**config.mk**
```make
export PLATFORM = sky130hd
export DESIGN_NAME = uart_rx_byte
export DESIGN_NICKNAME = d
export VERILOG_FILES = /design/src/rtl/uart_rx_byte.sv
export SDC_FILE = /design/constraint.sdc
export NUM_CORES = 1
export LEC_CHECK = 0
export CAP_MARGIN = 20
export CORE_MARGIN = 2
export CORE_UTILIZATION = 50
export DETAILED_ROUTE_END_ITERATION = 7
export PLACE_DENSITY_LB_ADDON = 0.08
export RECOVER_POWER = 100
export SYNTH_ARGS = -nofsm -noshare
export SYNTH_HDL_FRONTEND = slang
export SYNTH_SLANG_ARGS = --single-unit
```
**constraint.sdc**
```tcl
create_clock -name i_clk -period 3.55 [get_ports i_clk]
set_input_delay 0.5325 -clock i_clk [delete_from_list [all_inputs] [get_ports i_clk]]
set_output_delay 0.5325 -clock i_clk [all_outputs]
set_load 0.01 [all_outputs]
```
**src/rtl/uart_rx_byte.sv**
```systemverilog
// -----------------------------------------------------------------------------
// uart_rx_byte
//   Asynchronous serial receiver (8N1 by default) that deserialises one byte
//   per frame from a single rx line. o_data feeds the data input of the
//   downstream 8-bit enable-loaded register and o_valid drives its enable.
//
//   Optional feature macro: UART_RX_PARITY_EN
//     defined   -> a PARITY state between DATA and STOP samples a 9th bit
//                  (even parity); a mismatch pulses o_parity_err with the
//                  stop-bit result and suppresses o_valid.
//     undefined -> plain 8N1, o_parity_err tied low.
//
//   Parameters
//     CLKS_PER_BIT  i_clk cycles per serial bit (>= 4)
//
//   Ports
//     i_clk         rising-edge clock
//     i_rst_n       asynchronous active-low reset
//     i_rx          serial line, idle high, asynchronous to i_clk
//     o_data        last correctly received byte
//     o_valid       one-cycle pulse, o_data updated this cycle
//     o_frame_err   one-cycle pulse, stop bit sampled low
//     o_parity_err  one-cycle pulse, parity mismatch
//     o_busy        high whenever the receiver is not idle
// -----------------------------------------------------------------------------
module uart_rx_byte #(
  parameter int CLKS_PER_BIT = 868
) (
  input  logic       i_clk,
  input  logic       i_rst_n,
  input  logic       i_rx,
  output logic [7:0] o_data,
  output logic       o_valid,
  output logic       o_frame_err,
  output logic       o_parity_err,
  output logic       o_busy
);

  localparam int CNT_W = (CLKS_PER_BIT > 1) ? $clog2(CLKS_PER_BIT) : 1;
  localparam logic [CNT_W-1:0] CNT_LAST = CNT_W'(CLKS_PER_BIT - 1);
  localparam logic [CNT_W-1:0] CNT_MID  = CNT_W'(CLKS_PER_BIT / 2 - 1);

  typedef enum logic [2:0] {
    S_IDLE    = 3'd0,
    S_START   = 3'd1,
    S_DATA    = 3'd2,
`ifdef UART_RX_PARITY_EN
    S_PARITY  = 3'd3,
`endif
    S_STOP    = 3'd4,
    S_RECOVER = 3'd5
  } state_t;

  // Stage p0/p1: two-flop synchroniser, preset to the idle (high) level
  logic rx_sync_p0, rx_sync_p1;
  logic rx_s;

  always_ff @(posedge i_clk or negedge i_rst_n) begin
    if (!i_rst_n) begin
      rx_sync_p0 <= 1'b1;
      rx_sync_p1 <= 1'b1;
    end else begin
      rx_sync_p0 <= i_rx;
      rx_sync_p1 <= rx_sync_p0;
    end
  end

  assign rx_s = rx_sync_p1;

  // Receiver state
  state_t           state_q, state_d;
  logic [CNT_W-1:0] cnt_q, cnt_d;
  logic [2:0]       bit_q, bit_d;
  logic [7:0]       shift_q, shift_d;
  logic [7:0]       data_d;
  logic             valid_d, ferr_d, perr_d;
  logic             cnt_last, cnt_mid;
  logic [CNT_W-1:0] cnt_inc;
`ifdef UART_RX_PARITY_EN
  logic             par_q, par_d;
  logic             par_bad;
  logic             perr_q;
`endif

  assign cnt_last = (cnt_q == CNT_LAST);
  assign cnt_mid  = (cnt_q == CNT_MID);
  assign cnt_inc  = cnt_last ? '0 : cnt_q + CNT_W'(1);
`ifdef UART_RX_PARITY_EN
  // Even parity: the nine received bits must XOR to zero
  assign par_bad  = ^{shift_q, par_q};
`endif

  always_comb begin
    state_d = state_q;
    cnt_d   = cnt_q;
    bit_d   = bit_q;
    shift_d = shift_q;
    data_d  = o_data;
    valid_d = 1'b0;
    ferr_d  = 1'b0;
    perr_d  = 1'b0;
`ifdef UART_RX_PARITY_EN
    par_d   = par_q;
`endif

    case (state_q)
      S_IDLE: begin
        cnt_d = '0;
        bit_d = '0;
        if (!rx_s) begin
          state_d = S_START;
        end
      end

      S_START: begin
        // Re-check the line half a bit in; a short low pulse is a glitch
        if (cnt_mid) begin
          cnt_d   = '0;
          state_d = rx_s ? S_IDLE : S_DATA;
        end else begin
          cnt_d = cnt_inc;
        end
      end

      S_DATA: begin
        cnt_d = cnt_inc;
        if (cnt_last) begin
          shift_d = {rx_s, shift_q[7:1]};
          bit_d   = bit_q + 3'd1;
          if (bit_q == 3'd7) begin
`ifdef UART_RX_PARITY_EN
            state_d = S_PARITY;
`else
            state_d = S_STOP;
`endif
          end
        end
      end

`ifdef UART_RX_PARITY_EN
      S_PARITY: begin
        cnt_d = cnt_inc;
        if (cnt_last) begin
          par_d   = rx_s;
          state_d = S_STOP;
        end
      end
`endif

      S_STOP: begin
        cnt_d = cnt_inc;
        if (cnt_last) begin
`ifdef UART_RX_PARITY_EN
          perr_d = par_bad;
          if (rx_s) begin
            valid_d = !par_bad;
            if (!par_bad) begin
              data_d = shift_q;
            end
            state_d = S_IDLE;
          end else begin
            ferr_d  = 1'b1;
            state_d = S_RECOVER;
          end
`else
          if (rx_s) begin
            valid_d = 1'b1;
            data_d  = shift_q;
            state_d = S_IDLE;
          end else begin
            ferr_d  = 1'b1;
            state_d = S_RECOVER;
          end
`endif
        end
      end

      S_RECOVER: begin
        // Hold here through a break so it reports a single frame error
        cnt_d = '0;
        if (rx_s) begin
          state_d = S_IDLE;
        end
      end

      default: begin
        state_d = S_IDLE;
        cnt_d   = '0;
        bit_d   = '0;
      end
    endcase
  end

  // Stage p2: registered FSM state and output pulses
  always_ff @(posedge i_clk or negedge i_rst_n) begin
    if (!i_rst_n) begin
      state_q     <= S_IDLE;
      cnt_q       <= '0;
      bit_q       <= '0;
      o_data      <= 8'h00;
      o_valid     <= 1'b0;
      o_frame_err <= 1'b0;
`ifdef UART_RX_PARITY_EN
      perr_q      <= 1'b0;
`endif
    end else begin
      state_q     <= state_d;
      cnt_q       <= cnt_d;
      bit_q       <= bit_d;
      o_data      <= data_d;
      o_valid     <= valid_d;
      o_frame_err <= ferr_d;
`ifdef UART_RX_PARITY_EN
      perr_q      <= perr_d;
`endif
    end
  end

  always_ff @(posedge i_clk) begin
    shift_q <= shift_d;
`ifdef UART_RX_PARITY_EN
    par_q   <= par_d;
`endif
  end

`ifdef UART_RX_PARITY_EN
  assign o_parity_err = perr_q;
`else
  assign o_parity_err = 1'b0;
`endif

  assign o_busy = (state_q != S_IDLE);

endmodule

```
== Word level (Yosys, flattened, before mapping) ==
Index checks and enable logic that the tools add are counted.
Widths: inputs -> output; s select.
Storage, ports and cells
  flip-flop bits (word level): 36
  bits of input ports: 3
  output and inout bits: 12
  logic and storage cells: 53
Cells by class
  add/sub/neg operators: 2
  eq/ne operators: 13
  mux-type cells: 20
  bitwise gates (word level): 1
  reduce and logical (&&, ||, !) cells: 8
Operators with widths (count)
  $mux 3: 8
  $mux 10: 2
  $pmux 10 s2: 1
  $pmux 3 s5: 1
  $ne 2x2->1 const B: 6
  $add 10x1->10 const B: 1
  $eq 10x10->1 const B: 1
  $eq 10x9->1 const B: 1
  $eq 3x3->1 const B: 3
  $mux 1: 6
  $pmux 3 s2: 1
  $reduce_and 6->1: 1
  $reduce_and 2->1: 2
  $add 3x1->3 const B: 1
  $eq 3x1->1 const B: 1
  $eq 3x2->1 const B: 1
  $logic_not 3->1: 1
  $reduce_and 3->1: 1
  $reduce_bool 3->1: 1
  $reduce_or 3->1: 1
  $mux 2: 1
  $reduce_or 2->1: 1
  $not 1->1: 1

== Logic depth before layout (Yosys ltp) ==
  depth in word-level cells: 4
  mapped depth: 7
  depth with buffers taken out: 7

== Worst setup path before layout ==
Ideal clock, no wire load.
  path kind: register to register
  from: register cnt_q[0]
  to: register shift_q[0], enable pin
  library setup time: 370 ps
  arrival: 1431 ps
  required time: 3180 ps
  path slack: 1749 ps
  cell stages (with the launch flop): 5
  buffers on the path: 0
  clock period less this slack: 1801 ps
  cell sequence: dfrtp_1 ha_1 and4bb_1 nand3_1 nor2_1
On the way
  cells in the longest elaborated chain, start to end: 2
Ends and longest elaborated chain
  start: declaration: RTL line 72  | logic [CNT_W-1:0] cnt_q, cnt_d;
  start signal: assignment: RTL line 208  | cnt_q <= cnt_d;
  $eq 10x10->1: RTL line 85  | assign cnt_last = (cnt_q == CNT_LAST);
  $reduce_and 2->1 (no line)
  end signal: assignment: RTL line 220  | shift_q <= shift_d;
  end: declaration: RTL line 74  | logic [7:0] shift_q, shift_d;
No other way between the ends.
A chain may end at the register's enable or synchronous reset.

== Worst setup path in the final report ==
  from: register state_q[0]
  to: output o_busy
On the way
  cells in the longest elaborated chain, start to end: 1
Ends and longest elaborated chain
  start: declaration: RTL line 71  | state_t state_q, state_d;
  start signal: assignment: RTL line 207  | state_q <= state_d;
  $reduce_bool 3->1: RTL line 232  | assign o_busy = (state_q != S_IDLE);
  end: declaration: RTL line 36  | output logic o_busy
No other way between the ends.

==> key figures <==
Synth
  • Synth Flop Type: dfrtp_1
  • Post-synth EDFFs: 8
  • Avg Cell Area, Syn: between 10 and 15 µm²
  • Synth warn: 0
  • Sequential cell area fraction in the yosys report: 0.576
  • Cells after Synth: about 130
  • Cell taking the most area after synthesis: dfrtp_1
  • Top cell type's share of synthesized area: 0.397
  • Ys async rst share: 0.778
  • Post-Syn Area: 1640 µm²
  • Count of different cell masters after synthesis: 40
  • Synth area leaders: dfrtp_1 (40%), edfxtp_1 (15%), mux2_2 (5.5%)
  • Syn Nets: 140
  • Post-synthesis register bit count: 36

Worst setup path
  • Max stage delay on crit path: ~600 ps
  • Crit-path max FO: 12
  • Worst Setup End Kind: output pin
  • Startpoint Class: flop
  • Slowest stage cell on the critical path: dlygate4sd3_1
  • CP Class: flop to output pin
  • Arr. time, crit path: approximately 1800 ps
  • Critical path data required time: about 3000 ps
  • Critical-path cell list: nor2_1 > nand2_1 > dlygate4sd3_1

STA
  • Worst-Margin Slew: 1470 ps
  • Final setup violation count: 0
  • Fmax: between 0.4 and 0.5 GHz
  • Crit path time final: about 2300 ps
  • Final Hold Viols: 0
  • Setup TNS: 0 ps
  • Post-route clock period utilization: 0.650
  • Max transition margin: 0.0202
  • Clk_skew: about 8.0 ps
  • RSZ-0062 raised after global routing: no
  • Slew Viols, Final: 0

Die
  • I/O pin total: 15
  • Row Count: 20
  • Die height: ~60 µm
  • Die W: about 61 µm
  • Die ar.: 3750 µm²
  • Starting Density: 0.533
  • Core area: between 3000 and 4000 µm²

Detailed routing
  • DR WL/cell: roughly 14 µm
  • Detailed Route Iter0 Violations: 58
  • Post-route ant nets: 0
  • First drt pass iteration count: 4
  • Remaining routing DRC violations: 0
  • Drt total wl: about 2700 µm
  • Avg Vias per Cell: ~5.2
  • Vias: slightly above 1000

Place
  • Post-DP HPWL: about 1900 µm
  • Dpl cell area: 1790 µm²
  • Port Buf Inserts: 13
  • GPL Wtd Cong: between 0.8 and 0.9
  • Post-Place Cells: ~190

Finish
  • Final Non-Filler Cells: between 150 and 200
  • Design area: 1820 µm²
  • Storage element area: between 900 and 1000 µm²
  • Ant diodes: 0
  • Area grow syn2layout: 11.2%
  • Layout cells sized above 1: 0.128
  • Area of the multi-input gates: just over 600 µm²
  • Number of fill cells: approximately 280
  • Nets@finish: roughly 160

Power and ir drop
  • Max IR drop VDD: approximately 0.23 mV
  • PD cells: 391 nW/µm²
  • Pleak: between 0.8 and 0.9 nW

GRT
  • Largest net degree at the start of global routing: 29
  • Initial antenna violation count: 0
  • GRT Overall Usage: 0.179
  • First-pass GRT wire length: between 4000 and 5000 µm
  • Number of global-route vias before repair: 991
  • Total gr overflow: 0

CTS
  • CTS Sinks: 36
  • Hold-fix buffers, CTS: 0
  • Setup Buffers After CTS: 0
  • Worst-case clock buffer depth: 2
  • Worst skew pair latency: approximately 330 ps
  • H-tree levels: 2
  • CTS tree: done
  • Clock transition at the registers of the reported paths: ~110 ps
  • Post-CTS sizing: 0
  • Clock Root Buffer: clkbuf_4
  • CTS Buf Count: 5

Status
  • Status: finished clean

Min path
  • Worst Hold Class: flop to flop

Flow run
  • Max_cap viols: 0
sequential cells by signal, indices dropped and copies added (netlist names):
name,count
cnt_q,10
o_data,8
shift_q,8
bit_q,3
state_q,3
o_frame_err,1
o_valid,1
rx_s,1
rx_sync_p0,1
cells in the mapped netlist, drive strengths merged (2+ instances only):
master and n:
a21oi 2, and2 3, and3 2, buf 5, dfrtp 26, dfstp 2, edfxtp 8, ha 4
inv 3, mux2 8, mux2i 2, nand2 7, nand3 4, nand3b 2, nand4 2, nor2 18
nor3 2, o21ai 7, o22ai 3, or3b 2, xnor2 6, xor2 4
layer usage:
metal | vias to the layer above | track usage | part of all wire
met1 | 489 | 0.255 | 0.48
met3 | 4 | 0.0567 | 0.044
li1 | 496 | - | -
met4 | 0 | 0.0745 | 0.013
met5 | - | 0 | 0
met2 | 19 | 0.255 | 0.46
worst max-delay path: cells and delay by family, from the launching register on:
family	cells	cell delay (ps)
and+or+nand+nor	2	320
buffers and inverters	1	600
DFF	1	510
power breakdown:
group          internal, mW  switching (mW)  leakage (nW)
combinational       0.00194         0.00657         0.347
clock                 0.148           0.131        0.0422
sequential            0.423         0.00144         0.441
total                 0.573           0.139         0.830
final timing paths:
path	start	to	slack (ps)	depth (start not counted)
worst max-delay path	state_q[0]	o_busy	1240	3
worst min-delay path	rx_sync_p0	rx_s	360	0
worst max register to register	cnt_q[1]	state_q[0]	1250	7
worst min register to register	rx_sync_p0	rx_s	360	0
max in group asynchronous	i_rst_n	cnt_q[9]	1620	2
min in group asynchronous	i_rst_n	o_frame_err	1070	2
layout by cell type (no fill, tap or decap), types with 2 or more instances in the layout:
cell type      netlist  routed
o22ai_1              3       3
xor2_1               4       4
nand3_1              4       4
a21oi_1              2       2
and3_1               1       2
mux2i_1              2       2
dlygate4sd3_1        0      13
inv_1                3       3
o21ai_0              6       7
mux2_2               8       8
ha_1                 4       4
dfrtp_1             26      26
nand4_1              1       2
nor2_1              18      18
clkbuf_1             1       2
and2_1               2       2
or3b_1               2       2
clkbuf_4             0       5
nand2_1              7       7
edfxtp_1             8       8
xnor2_1              6       6
nor3_1               2       2
cell families after synthesis:
kind of cell / synth area share
AO/OA/AOI/OAI: 0.0840
XOR/XNOR: 0.0534
adder cells (fa/ha/maj): 0.0305
buffers and inverters: 0.0328
flip-flops: 0.576
multiplexers: 0.0672
other: 0.00229
AND/OR/NAND/NOR: 0.154
through the flow:
stage / hold WS, ps / worst slack (ps) / utilization / power [mW]
floorplan: 237 / 1750 / - / 0.434
global placement: 346 / 1580 / 0.581 / 0.443
CTS: 369 / 1260 / 0.606 / 0.725
detailed placement: 354 / 1440 / 0.581 / 0.444
finish: 362 / 1240 / 0.592 / 0.712
global route: 375 / 924 / 0.592 / 0.741
cell type report:
class,count,area share
clock inverter,2,0.0192
multi-input combinational,88,0.331
inverter,3,0.00618
tap,44,0.0302
sequential,36,0.518
timing repair buffer,14,0.0734
clock buffer,6,0.0226
Power figures use the tool's default switching activity.
